### config.mk
export PLATFORM = sky130hd
export DESIGN_NAME = sync_fifo_v
export DESIGN_NICKNAME = d
export VERILOG_FILES = /design/src/rtl/sync_fifo_v.sv
export SDC_FILE = /design/constraint.sdc
export NUM_CORES = 1
export LEC_CHECK = 0
export CAP_MARGIN = 10
export CORE_MARGIN = 1.5
export CORE_UTILIZATION = 55
export DETAILED_ROUTE_END_ITERATION = 10
export GPL_TIMING_DRIVEN = 0
export PLACE_DENSITY = 0.89
export SYNTH_ARGS = -nofsm -noshare
export SYNTH_HDL_FRONTEND = slang
export SYNTH_SLANG_ARGS = --single-unit
export TNS_END_PERCENT = 20
### constraint.sdc
create_clock -name clk -period 5.4 [get_ports clk]
set_input_delay 1.62 -clock clk [delete_from_list [all_inputs] [get_ports clk]]
set_output_delay 1.62 -clock clk [all_outputs]
set_load 0.02 [all_outputs]
### src/rtl/sync_fifo_v.sv
// sync_fifo_v
// Single-clock FIFO with a registered read port and a per-word valid strobe.
// Provides full/empty flags, programmable almost_full/almost_empty thresholds
// and an occupancy count. All flags decode the registered occupancy counter,
// so they are stable right after each clock edge.

module sync_fifo_v #(
    parameter int DEEPWID = 3,
    parameter int DEEP    = 8,
    parameter int BITWID  = 5
) (
    input  logic                 clk,
    input  logic                 rst,
    input  logic                 wr,
    input  logic                 rd,
    input  logic [BITWID-1:0]    wr_dat,
    output logic [BITWID-1:0]    rd_dat,
    output logic                 rd_dat_vld,
    input  logic [DEEPWID-1:0]   cfg_almost_full,
    input  logic [DEEPWID-1:0]   cfg_almost_empty,
    output logic                 almost_full,
    output logic                 almost_empty,
    output logic                 full,
    output logic                 empty,
    output logic [DEEPWID:0]     fifo_num
);

    localparam logic [DEEPWID-1:0] PTR_ONE   = DEEPWID'(1);
    localparam logic [DEEPWID:0]   CNT_ONE   = (DEEPWID + 1)'(1);
    localparam logic [DEEPWID:0]   DEPTH_CNT = (DEEPWID + 1)'(DEEP);

    logic [BITWID-1:0]  my_memory [DEEP];
    logic [DEEPWID-1:0] wr_ptr;
    logic [DEEPWID-1:0] rd_ptr;
    logic               wr_acc;
    logic               rd_acc;

    // Acceptance is judged against the flags as they stand before the edge,
    // so a full FIFO only reads and an empty FIFO only writes.
    assign wr_acc = wr & ~full;
    assign rd_acc = rd & ~empty;

    // Flags are pure decodes of the registered occupancy count.
    assign full         = (fifo_num == DEPTH_CNT);
    assign empty        = (fifo_num == '0);
    assign almost_full  = (fifo_num >= {1'b0, cfg_almost_full});
    assign almost_empty = (fifo_num <= {1'b0, cfg_almost_empty});

    // Storage is deliberately not reset; only the pointers define its contents.
    always_ff @(posedge clk) begin
        if (wr_acc) begin
            my_memory[wr_ptr] <= wr_dat;
        end
    end

    // Pointers wrap naturally at DEEP; the counter tracks net writes minus reads.
    always_ff @(posedge clk or posedge rst) begin
        if (rst) begin
            wr_ptr   <= '0;
            rd_ptr   <= '0;
            fifo_num <= '0;
        end else begin
            if (wr_acc) begin
                wr_ptr <= wr_ptr + PTR_ONE;
            end
            if (rd_acc) begin
                rd_ptr <= rd_ptr + PTR_ONE;
            end
            case ({wr_acc, rd_acc})
                2'b10:   fifo_num <= fifo_num + CNT_ONE;
                2'b01:   fifo_num <= fifo_num - CNT_ONE;
                default: fifo_num <= fifo_num;
            endcase
        end
    end

    // Registered read port: data holds between reads, valid pulses one cycle per read.
    always_ff @(posedge clk or posedge rst) begin
        if (rst) begin
            rd_dat     <= '0;
            rd_dat_vld <= 1'b0;
        end else begin
            rd_dat_vld <= rd_acc;
            if (rd_acc) begin
                rd_dat <= my_memory[rd_ptr];
            end
        end
    end

endmodule

Word level (Yosys, flattened, before mapping)
Memory sizes are Yosys's and may differ from the RTL's. A register that Yosys moved wholly into a read port is not among the register bits.
Cells that the tools add are included.
{"block": "classes", "addsub": 4, "order_cmp": 2, "n_eq_ne": 3, "n_mux": 3, "bitwise_logic": 4, "reduce_logical": 2}
{"cell": "case mux 4 bit (2 select lines)", "count": 1}
{"cell": "adder 3 x 1 -> 3 bit, second input constant", "count": 2}
{"cell": "adder 4 x 1 -> 4 bit, second input constant", "count": 1}
{"cell": "== test 4 bit, second input constant", "count": 1}
{"cell": "greater-or-equal comparator 4 x 3 -> 1 bit", "count": 1}
{"cell": "<= comparator 4 x 3 -> 1 bit", "count": 1}
{"cell": "logical NOT 4 bit", "count": 1}
{"cell": "subtractor 4 x 1 -> 4 bit, second input constant", "count": 1}
{"cell": "AND 1 bit", "count": 2}
{"cell": "== test 2 x 1 -> 1 bit, second input constant", "count": 1}
{"cell": "== test 2 bit, second input constant", "count": 1}
{"cell": "two-way mux 1 bit", "count": 2}
{"cell": "inverter 1 bit", "count": 2}
{"cell": "nonzero test 2 bit", "count": 1}
{"block": "word_totals", "regBits": 11, "mem_bits_rw": 40, "inputBits": 15, "out_inout_bits": 14, "mem_count": 1}
{"memory": "my_memory", "depth": 8, "width": 5, "read_ports": 1, "rd_ports_with_merged_regs": 1, "wr": 1, "line": "32", "source": "logic [BITWID-1:0] my_memory [DEEP];"}

Logic depth before layout (Yosys ltp)
Gate-level depths: netlist (run 1).
{"block": "logic_depth", "ltp_word": 5, "depth_mapped": 9, "ltp_nobuf": 9}

Worst setup path after synthesis (run 1)
No wires, ideal clock.
{"block": "synth_timing", "path_type": "input -> output", "startpoint": "input cfg_almost_empty[1]", "endpoint": "output almost_empty", "arrival_ns": 2.591, "required_ns": 3.780, "path_slack_ns": 1.189, "path_stages": 6, "n_path_buf": 0, "cell_sequence": "inv_1 > ha_1 > nor2b_1 > o21ai_0 > nand2b_1 > a21oi_1"}
{"block": "synth_between", "elab_chain_len": 1}
{"item": "from (decl)", "line": "20", "source": "input logic [DEEPWID-1:0] cfg_almost_empty,"}
{"item": "<= comparator 4 x 3 -> 1 bit", "line": "47", "source": "assign almost_empty = (fifo_num <= {1'b0, cfg_almost_empty});"}
{"item": "to (decl)", "line": "22", "source": "output logic almost_empty,"}
No other way between the ends.

Worst setup path in the final report (run 1)
Same ends and word-level chain as after synthesis.

==> impl_metrics.ini, run 1 <==
[status]
status = complete, no violations

[sta]
finalCritPeriodShare_pct = 94.8
timing.final.ws_setup_ns = 0.279
whs_ns = 0.482
worstMarginPinSlew_ns = 1.10
slew_headroom_pct = 26.1
max_freq_mhz = 195
hold_viol_final = 0
finalSetupTns_ns = 0
fin_skew_ns = 0.0136
period_minus_slack_ns = 5.12
rsz0062_at_grt = no
slew_viol_final = 0
finalSetupViolCount = 0

[synth]
netlist.area_leader.share_pct = 47.1
ys_types = 34
seq_area_frac_synth_pct = 62.7
syn_nets = 205
synth_area_leader_cell = edfxtp_1
avgSynthCellArea_um2 = 14.3
synth_ff_type = edfxtp_1
synth_top_cells_by_area = edfxtp_1, dfrtp_1, ha_1, mux2_2, mux2i_1
synth-edff-count = 40
syn_area_um2 = 2550
ys_ff_latch = 56
async_flop_share_pct = 28.6
yosysWarnings = 0
syn_inst = 178

[clock_network]
cts_resized = 0
cts_root_buffer = clkbuf_8
post-cts-setup-buffer-count = 0
clk_latency_ns = 0.31
cts.sinks = 56
clk_pin_slew_ns = 0.10
clock_path_buffers = 2
cts-buffers-inserted = 5
hold_buffers = 0
tritoncts = done
cts_max_level = 2

[layout]
seq_area_um2 = 1600
syn_to_final_growth_pct = 16.9
drive_gt1_share_pct = 13.1
antenna_cells = 0
multi_input_area_um2 = 860
finalNetCount = 240
fillers = 308

[detailed_routing]
ant_nets = 0
viasPerCell = 5.56
drt_first_pass_iters = 4
routed_wl_mm = 4.15
drc = 0
vias = 1479
routedWlPerCell_um = 15.6
drt_iter0_markers = 66

[hold_path]
worstHoldEndpoint = rd_dat[0]$_DFFE_PP0P_
min_path_cells = 2
hold_class = flip-flop to flip-flop
hold_start = rd_dat[0]$_DFFE_PP0P_

[die]
die_w_um = 71.1
fp.dieH_um = 71.1
rows = 24
io_pins = 29
start_util_pct = 57.8
core-area_um2 = 4410
die-area_um2 = 5060

[global_routing]
grt_pass1_vias = 1514
grt_max_degree = 18
antenna_found_initial = 0
grt_usage_pct = 18.6
overflow = 0
grt_pass1_wl_mm = 7.14

[place]
post-place-ws_ns = 0.280
io_buffer_count = 28
gp_congestion = 0.736
hpwl_mm = 3.00

[setup_path]
cp_cell_sequence = clkdlybuf4s50_1 -> inv_1 -> ha_1 -> nor2b_1 -> o21ai_0 -> nand2b_1 -> a21oi_1 -> clkdlybuf4s50_1
timing.rr.start = fifo_num[3]$_DFFE_PP0P_
cp_slowest_cell = clkdlybuf4s50_1
rr_worst_depth = 9
worstSetupStartpointType = primary input
rr_endpoint = fifo_num[3]$_DFFE_PP0P_
max_stage_delay_ns = 0.62
cp.required_ns = 3.78
path_class = primary input to output pin
reg2reg_slack_ns = 2.73
worstPathArrival_ns = 3.50
crit_path_end_kind = output pin
crit_top_cell = clkdlybuf4s50_1
worst-path-max-fanout = 2

[power]
powerDensity_nw_per_um2 = 526
p_leak_nw = 1.15
ir_worst_vdd_mv = 0.236

[run]
drv_cap = 0
-- metrics by stage --
step	std cells	utilization, %	area [µm²]	power [mW]
final	266	67.6	2980	1.57
after global placement	258	65.6	2900	1.33
after global routing	266	67.6	2980	1.68
after floorplan	178	-	2550	1.14
after CTS	266	67.6	2980	1.58
after detailed placement	258	65.6	2900	1.36
-- cells by family after synthesis --
group | share of synthesized area [%]
buf+inv | 3.58
fa+ha+maj | 6.18
compound gates | 8.33
xor+xnor | 2.06
flops | 62.7
simple gates | 7.94
mux | 9.17
-- metal layers --
metal	track usage (%)	wire, µm	vias up
met2	28.9	1990	35
li1	-	-	732
met5	0	0	-
met3	4.42	153	7
met4	7.97	99	0
met1	25.3	1910	705
-- power by group --
part | leakage, nW | switching, mW | internal (mW)
Clock | 0.0456 | 0.127 | 0.0926
Sequential | 0.553 | 0.0927 | 0.569
Combinational | 0.553 | 0.350 | 0.339
Total | 1.15 | 0.570 | 1.00
-- cell usage after synthesis (all sizes together), types with 3 or more instances --
| master | number |
|---|---|
| mux2 | 11 |
| mux2i | 11 |
| o21ai | 7 |
| nand3 | 3 |
| xnor2 | 4 |
| a221o | 5 |
| nand2b | 5 |
| buf | 4 |
| edfxtp | 40 |
| nor3 | 6 |
| inv | 10 |
| ha | 11 |
| nand2 | 16 |
| o22ai | 5 |
| dfrtp | 16 |
| nor2 | 5 |
-- state kept, by name, summed over array words and instances (netlist names) --
| signal | cells |
|---|---|
| fifo_num | 4 |
| my_memory | 40 |
| rd_dat | 5 |
| rd_dat_vld | 1 |
| rd_ptr | 3 |
| wr_ptr | 3 |
-- worst max path at each step --
stage,endpoint,cells after the start,start
after CTS,almost_empty,8,cfg_almost_empty[1]
final,almost_empty,8,cfg_almost_empty[1]
after floorplan,almost_empty,6,cfg_almost_empty[1]
after global routing,almost_empty,8,cfg_almost_empty[1]
after detailed placement,almost_empty,8,cfg_almost_empty[1]
after global placement,almost_empty,8,cfg_almost_empty[1]
-- worst max-delay path, delay by kind of cell --
family,cells,cell delay (ns)
AO/OA/AOI/OAI,2,0.27
adder cells (fa/ha/maj),1,0.29
AND/OR/NAND/NOR,2,0.21
buffers and inverters,3,1.12
-- cell type report --
class                           instances  share of cell area, %
Inverter                               10                   1.26
Timing Repair Buffer                   28                   9.39
Clock inverter                          2                  0.461
Sequential cell                        56                   53.7
Tap cell                               52                   2.18
Buffer                                  5                   1.80
Clock buffer                            6                   2.43
Multi-Input combinational cell        107                   28.8
-- cells in the final DEF, fill, tap and decap left out, types with 3 or more instances in the layout --
cell / n
dfrtp_1: 16
nand2_1: 16
o21ai_2: 4
edfxtp_1: 40
a221o_1: 5
nor3_1: 6
nor2_1: 5
mux2_2: 11
nand2b_1: 5
inv_1: 10
o22ai_1: 5
nand3_1: 3
clkbuf_8: 5
clkdlybuf4s50_1: 28
mux2i_1: 11
ha_1: 11
xnor2_1: 4
Power figures use the tool's default switching activity.
==> run 2: changes to the inputs <==
- SKIP_LAST_GASP: not set -> 1
==> results of run 2 <==
Same layout as run 1: the final DEF is identical, and so are final timing and power.
==> run 3: changes to the inputs <==
- ABC_CLOCK_PERIOD_IN_PS: not set -> 5400
==> results of run 3 <==
Same layout as run 1: the final DEF is identical, and so are final timing and power.
